**src/rtl/mips_bus_arbiter.sv**
```systemverilog
// rtl/mips_bus_arbiter.sv - two-master, one-slave Avalon-MM arbiter; MIPS_ARB_ROUND_ROBIN_EN selects round-robin ties
module mips_bus_arbiter #(
    parameter int ADDR_W = 32,
    parameter int DATA_W = 32
) (
    input  logic                  clk,
    input  logic                  reset,
    input  logic [ADDR_W-1:0]     m0_address,
    input  logic                  m0_read,
    input  logic                  m0_write,
    input  logic [DATA_W-1:0]     m0_writedata,
    input  logic [DATA_W/8-1:0]   m0_byteenable,
    output logic                  m0_waitrequest,
    output logic [DATA_W-1:0]     m0_readdata,
    input  logic [ADDR_W-1:0]     m1_address,
    input  logic                  m1_read,
    input  logic                  m1_write,
    input  logic [DATA_W-1:0]     m1_writedata,
    input  logic [DATA_W/8-1:0]   m1_byteenable,
    output logic                  m1_waitrequest,
    output logic [DATA_W-1:0]     m1_readdata,
    output logic [ADDR_W-1:0]     s_address,
    output logic                  s_read,
    output logic                  s_write,
    output logic [DATA_W-1:0]     s_writedata,
    output logic [DATA_W/8-1:0]   s_byteenable,
    input  logic                  s_waitrequest,
    input  logic [DATA_W-1:0]     s_readdata,
    output logic [1:0]            grant
);

    typedef enum logic [1:0] {
        IDLE = 2'd0,
        OWN0 = 2'd1,
        OWN1 = 2'd2
    } state_t;

    state_t state;
    state_t state_nx;
    logic   last;
    logic   req0;
    logic   req1;
    logic   pick1;

    assign req0 = m0_read | m0_write;
    assign req1 = m1_read | m1_write;

    // Tie-break: which port wins when the arbiter makes a decision this cycle.
`ifdef MIPS_ARB_ROUND_ROBIN_EN
    assign pick1 = req1 & (~req0 | ~last);
`else
    assign pick1 = req1 & ~req0;
`endif

    // Next owner: decide from IDLE, on completion, or drop to IDLE when the owner abandons.
    always_comb begin
        state_nx = state;
        case (state)
            IDLE: begin
                if (req0 | req1) state_nx = pick1 ? OWN1 : OWN0;
            end
            OWN0: begin
                if (!req0)               state_nx = IDLE;
                else if (!s_waitrequest) state_nx = pick1 ? OWN1 : OWN0;
            end
            OWN1: begin
                if (!req1)               state_nx = IDLE;
                else if (!s_waitrequest) state_nx = pick1 ? OWN1 : OWN0;
            end
            default: state_nx = IDLE;
        endcase
    end

    // State, last-granted port and registered one-hot grant.
    always_ff @(posedge clk or negedge reset) begin
        if (!reset) begin
            state <= IDLE;
            last  <= 1'b1;
            grant <= 2'b00;
        end else begin
            state <= state_nx;
            grant <= {state_nx == OWN1, state_nx == OWN0};
            last  <= (state_nx == OWN1) ? 1'b1 :
                     (state_nx == OWN0) ? 1'b0 : last;
        end
    end

    // Forward the owner's signals to the slave and stall everyone else.
    always_comb begin
        s_address      = '0;
        s_read         = 1'b0;
        s_write        = 1'b0;
        s_writedata    = '0;
        s_byteenable   = '0;
        m0_waitrequest = 1'b1;
        m1_waitrequest = 1'b1;
        case (state)
            OWN0: begin
                s_address      = m0_address;
                s_read         = m0_read;
                s_write        = m0_write;
                s_writedata    = m0_writedata;
                s_byteenable   = m0_byteenable;
                m0_waitrequest = s_waitrequest;
            end
            OWN1: begin
                s_address      = m1_address;
                s_read         = m1_read;
                s_write        = m1_write;
                s_writedata    = m1_writedata;
                s_byteenable   = m1_byteenable;
                m1_waitrequest = s_waitrequest;
            end
            default: ;
        endcase
    end

    assign m0_readdata = s_readdata;
    assign m1_readdata = s_readdata;

endmodule

```
**config.mk**
```make
export PLATFORM = sky130hd
export DESIGN_NAME = mips_bus_arbiter
export DESIGN_NICKNAME = d
export VERILOG_FILES = /design/src/rtl/mips_bus_arbiter.sv
export SDC_FILE = /design/constraint.sdc
export NUM_CORES = 1
export LEC_CHECK = 0
export ABC_AREA = 1
export CORE_AREA = 2 2 122 124
export CTS_CLUSTER_DIAMETER = 200
export DETAILED_ROUTE_END_ITERATION = 10
export DIE_AREA = 0 0 124 126
export SYNTH_ARGS = -nofsm -noshare
export SYNTH_HDL_FRONTEND = slang
export SYNTH_SLANG_ARGS = --single-unit
```
**constraint.sdc**
```tcl
create_clock -name clk -period 3.6 [get_ports clk]
set_input_delay 0.72 -clock clk [delete_from_list [all_inputs] [get_ports clk]]
set_output_delay 0.72 -clock clk [all_outputs]
set_load 0.01 [all_outputs]
```
; ---- Word-level counts from Yosys, hierarchy flattened
; Cells that the tools add are included.
[totals]
reg_bits = 4
[op_classes]
bitwise_logic = 5
reduce_logical = 1
n_eq_ne = 4
mux = 13
[ops]
columns = operator, count
row1 = case mux 32 bit (2 select lines), 2
row2 = two-way mux 2 bit, 5
row3 = case mux 4 bit (2 select lines), 1
row4 = case mux 2 bit (3 select lines), 1
row5 = equality test 2 x 1 -> 1 bit (second input constant), 2
row6 = equality test 2 bit (second input constant), 2
row7 = case mux 1 bit (2 select lines), 2
row8 = bitwise OR 1 bit, 3
row9 = zero test 2 bit, 1
row10 = two-way mux 1 bit, 2
row11 = AND 1 bit, 1
row12 = inverter 1 bit, 1

; ---- Depth between registers and ports, before layout
[depth]
word_depth = 8
depth_mapped = 9
mapped_depth_nobuf = 8

; ---- Worst setup path after synthesis
; No wires, ideal clock.
[synth_timing]
kind = reg2out
start = register state[1]
end = output s_address[12]
t_arrival_ns = 1.199
stages_incl_launch_ff = 7
path_buffers = 2
setup_slack_ns = 1.681
cell_sequence = dfrtp_1 -> inv_1 -> ha_1 -> buf_4 -> buf_2 -> nand2_1 -> a21oi_1
[synth_via]
elab_chain_len = 2
[synth_rtl]
columns = element, line
row1 = from (decl), 38  ; state_t state;
row2 = from (signal assigned), 81  ; state <= state_nx;
row3 = equality test 2 bit or equality test 2 x 1 -> 1 bit (tied branches), 97  ; case (state)
row4 = case mux 32 bit (2 select lines) *, 97
row5 = to (decl), 22  ; output logic [ADDR_W-1:0] s_address,
; Every way passes the cells marked *; elsewhere a longest branch is shown, timed or not.

; ---- Final worst setup path
[layout_timing]
start = register state[1]
end = output s_byteenable[2]
[layout_via]
elab_chain_len = 2
[layout_rtl]
columns = element, line
row1 = equality test 2 bit or equality test 2 x 1 -> 1 bit (tied branches), 97
row2 = case mux 4 bit (2 select lines) *, 97
row3 = to (decl), 26  ; output logic [DATA_W/8-1:0] s_byteenable,
; Marks and branches as above.

==> impl_metrics.yaml <==
outcome:
  status: "finished, final reports clean"
final_layout:
  multiInputGateArea_um2: 1060
  finalNetCount: 656
  seqCellArea_um2: 100
  fin_cells: 659
  drive_gt1_share_pct: 3.79
  utilization_pct: 25.9
  antenna_cells: 0
  nFillCells: 1591
  final_cell_mix: "clkdlybuf4s50_1 (216), nand2_1 (148), a21oi_1 (70)"
  final_common_cell: "clkdlybuf4s50_1"
  syn_to_final_growth_pct: 109
  fin_area_um2: 3710
synth:
  synth_top_family_by_area: "simple AND/OR/NAND/NOR gates"
  synthAdderAreaFrac_pct: 2.82
  synth-xor-area-share_pct: 0
  syn_nets: 517
  synth.avg_cell_area_um2: 5.26
  syn-cell-area_um2: 1780
  synth.top_cell.area_share_pct: 31.3
  yosys_warnings: 0
  synth_cell_types: 15
  synth_area_leaders: "nand2_1 (31%), buf_4 (28%), a21oi_1 (20%)"
  ys_seq_area_share_pct: 5.63
  yosysTopAreaCell: "nand2_1"
  ys_ff_latch: 4
  synthSimpleGateAreaFrac_pct: 36.1
  synth_compound_area_share_pct: 20.3
  synth_mux_area_share_pct: 0
  syn_inst: 338
grt:
  grt_pass1_vias: 2395
  track_usage_pct: 8.66
  antenna_found_initial: 0
  grt_max_degree: 71
  grt_pass1_wl_um: 11200
  grt_overflow: 0
routing:
  ant_nets: 0
  wl_um: 7540
  viasPerCell: 3.79
  post_drt_wl_per_cell_um: 11.4
  drc: 0
  via_count: 2500
  first_pass_iters: 4
  drt-initial-drc-count: 68
setup_path:
  cp.arrival_ps: 2240
  reg2reg_from: "state[0]$_DFF_PN0_"
  crit_family: "buffers and inverters"
  regToRegSetupSlack_ps: 1970
  r2r_cells: 9
  path_cells: "inv_1 > ha_2 > buf_4 > nand2_1 > a21oi_1 > clkdlybuf4s50_1"
  path_buf_inv: 3
  path_max_fanout: 42
  slowest_delay_ps: 580
  worstPathRequired_ps: 2880
  cpMaxStageDelayCell: "clkdlybuf4s50_1"
  regToRegEndpoint: "grant[0]$_DFF_PN0_"
  crit_type: "register to output port"
  cp-end-kind: "output port"
  critPathLaunchType: "register"
pwr:
  p_switching_mw: 1.05
  p_leak_nw: 1.31
  ir_worst_vdd_mv: 0.448
  swShare_pct: 47.9
  seqPwrFrac_pct: 3.6
  clkPwrFrac_pct: 7.9
  powerDensity_nw_per_um2: 589
  p_int_mw: 1.14
  power_frac_comb_pct: 88.5
sta:
  skew_ps: 3.30
  tightest_slew_ps: 424
  min_period_over_period_pct: 82.3
  rsz0062_at_grt: "false"
  fin_crit_ps: 2960
  setup_violations: 0
  finalHoldViolations: 0
  finalSetupTns_ps: 0
  fin_ws_ps: 639
  clock.fmax_mhz: 338
  drv_slew: 0
  slew-limit-headroom_pct: 71.7
clock_network:
  cts_resized: 0
  root_buffer: "clkbuf_16"
  insertion_delay_ps: 220
  clk_pin_slew_worst_paths_ps: 30
  hold_buffers: 0
  post_cts_buffers: 0
  clockBufferDepth: 2
  cts_sinks: 4
  cts_buffers: 3
  cts_tree: "built"
  htree_levels: 1
placed_design:
  dp_hpwl_um: 6010
  pre_cts_slack_ps: 812
  placed_area_um2: 3630
  placed_cells: 656
  numPortBuffers: 216
  gp_congestion: 0.733
die:
  top_level_ports: 313
  core_area_um2: 14300
  die_area_um2: 15600
  die_w_um: 124
  die_h_um: 126
  start_util_pct: 12.4
  rows: 44
min_path:
  hp-class: "primary input to asynchronous set/reset pin"
job:
  cap_violations: 0
==> routing by layer <==
| layer | GRT usage [%] | wire (um) | share of wire, % |
|---|---|---|---|
| met5 | 0 | 0 | 0 |
| met4 | 2.58 | 189 | 2.5 |
| met3 | 3.13 | 934 | 12 |
| met2 | 15.9 | 3640 | 48 |
| met1 | 9.09 | 2770 | 37 |
==> sequential cells by signal, indices dropped and copies added, names as in the netlist <==
name	count
grant	2
state	2
==> cell type report <==
| cell class | count | area share [%] |
|---|---|---|
| multi-input combinational | 238 | 28.5 |
| sequential | 4 | 2.70 |
| clock buffer | 3 | 2.02 |
| tap | 184 | 6.21 |
| timing repair buffer | 221 | 59.7 |
| inverter | 9 | 0.911 |
==> synthesized netlist by cell type <==
master	n
nand3_2	1
nand2_2	5
dfrtp_1	4
buf_2	14
nand3_1	5
nor2_1	2
buf_4	66
inv_1	8
o21ai_1	2
clkbuf_1	7
ha_1	4
nor2_4	1
nand2_1	148
inv_2	1
a21oi_1	70
==> per-stage QoR <==
stage          hold WS, ps  total power [mW]
3_3_place_gp           699              2.05
3_5_place_dp           705              2.04
6_report               700              2.18
4_1_cts                704              2.23
5_1_grt                714              2.41
2_1_floorplan          424              1.10
==> kinds of logic (layout without fill, tap and decap cells) <==
family                     Yosys count  in the layout
and+or+nand+nor                    162            162
DFF                                  4              4
buffers and inverters               96            233
AOI/OAI and AO/OA                   72             72
adders and majority gates            4              4
==> power by group through the flow <==
stage          Sequential, mW  Clock (mW)  Combinational, mW
2_1_floorplan          0.0803           0               1.02
3_3_place_gp           0.0788           0               1.97
3_5_place_dp           0.0784           0               1.96
4_1_cts                0.0787       0.175               1.97
5_1_grt                0.0818       0.182               2.14
6_report               0.0781       0.172               1.93
==> worst max path at each step <==
stage	from	to	slack, ps	cells after the start
floorplan	state[1]$_DFF_PN0_	s_address[12]	1680	6
global placement	m0_byteenable[2]	s_byteenable[2]	810	4
detailed placement	m0_byteenable[2]	s_byteenable[2]	810	4
CTS	state[1]$_DFF_PN0_	s_byteenable[2]	590	6
global route	state[1]$_DFF_PN0_	s_byteenable[2]	420	6
finish	state[1]$_DFF_PN0_	s_byteenable[2]	640	6
==> worst register-to-register path: cells and delay by family (launching register included) <==
family	cells	cell delay (ps)
flip-flops	1	390
buffers and inverters	2	430
adder cells (fa/ha/maj)	1	190
AO/OA/AOI/OAI	1	140
AND/OR/NAND/NOR	5	410
(Power assumes the default switching activity.)
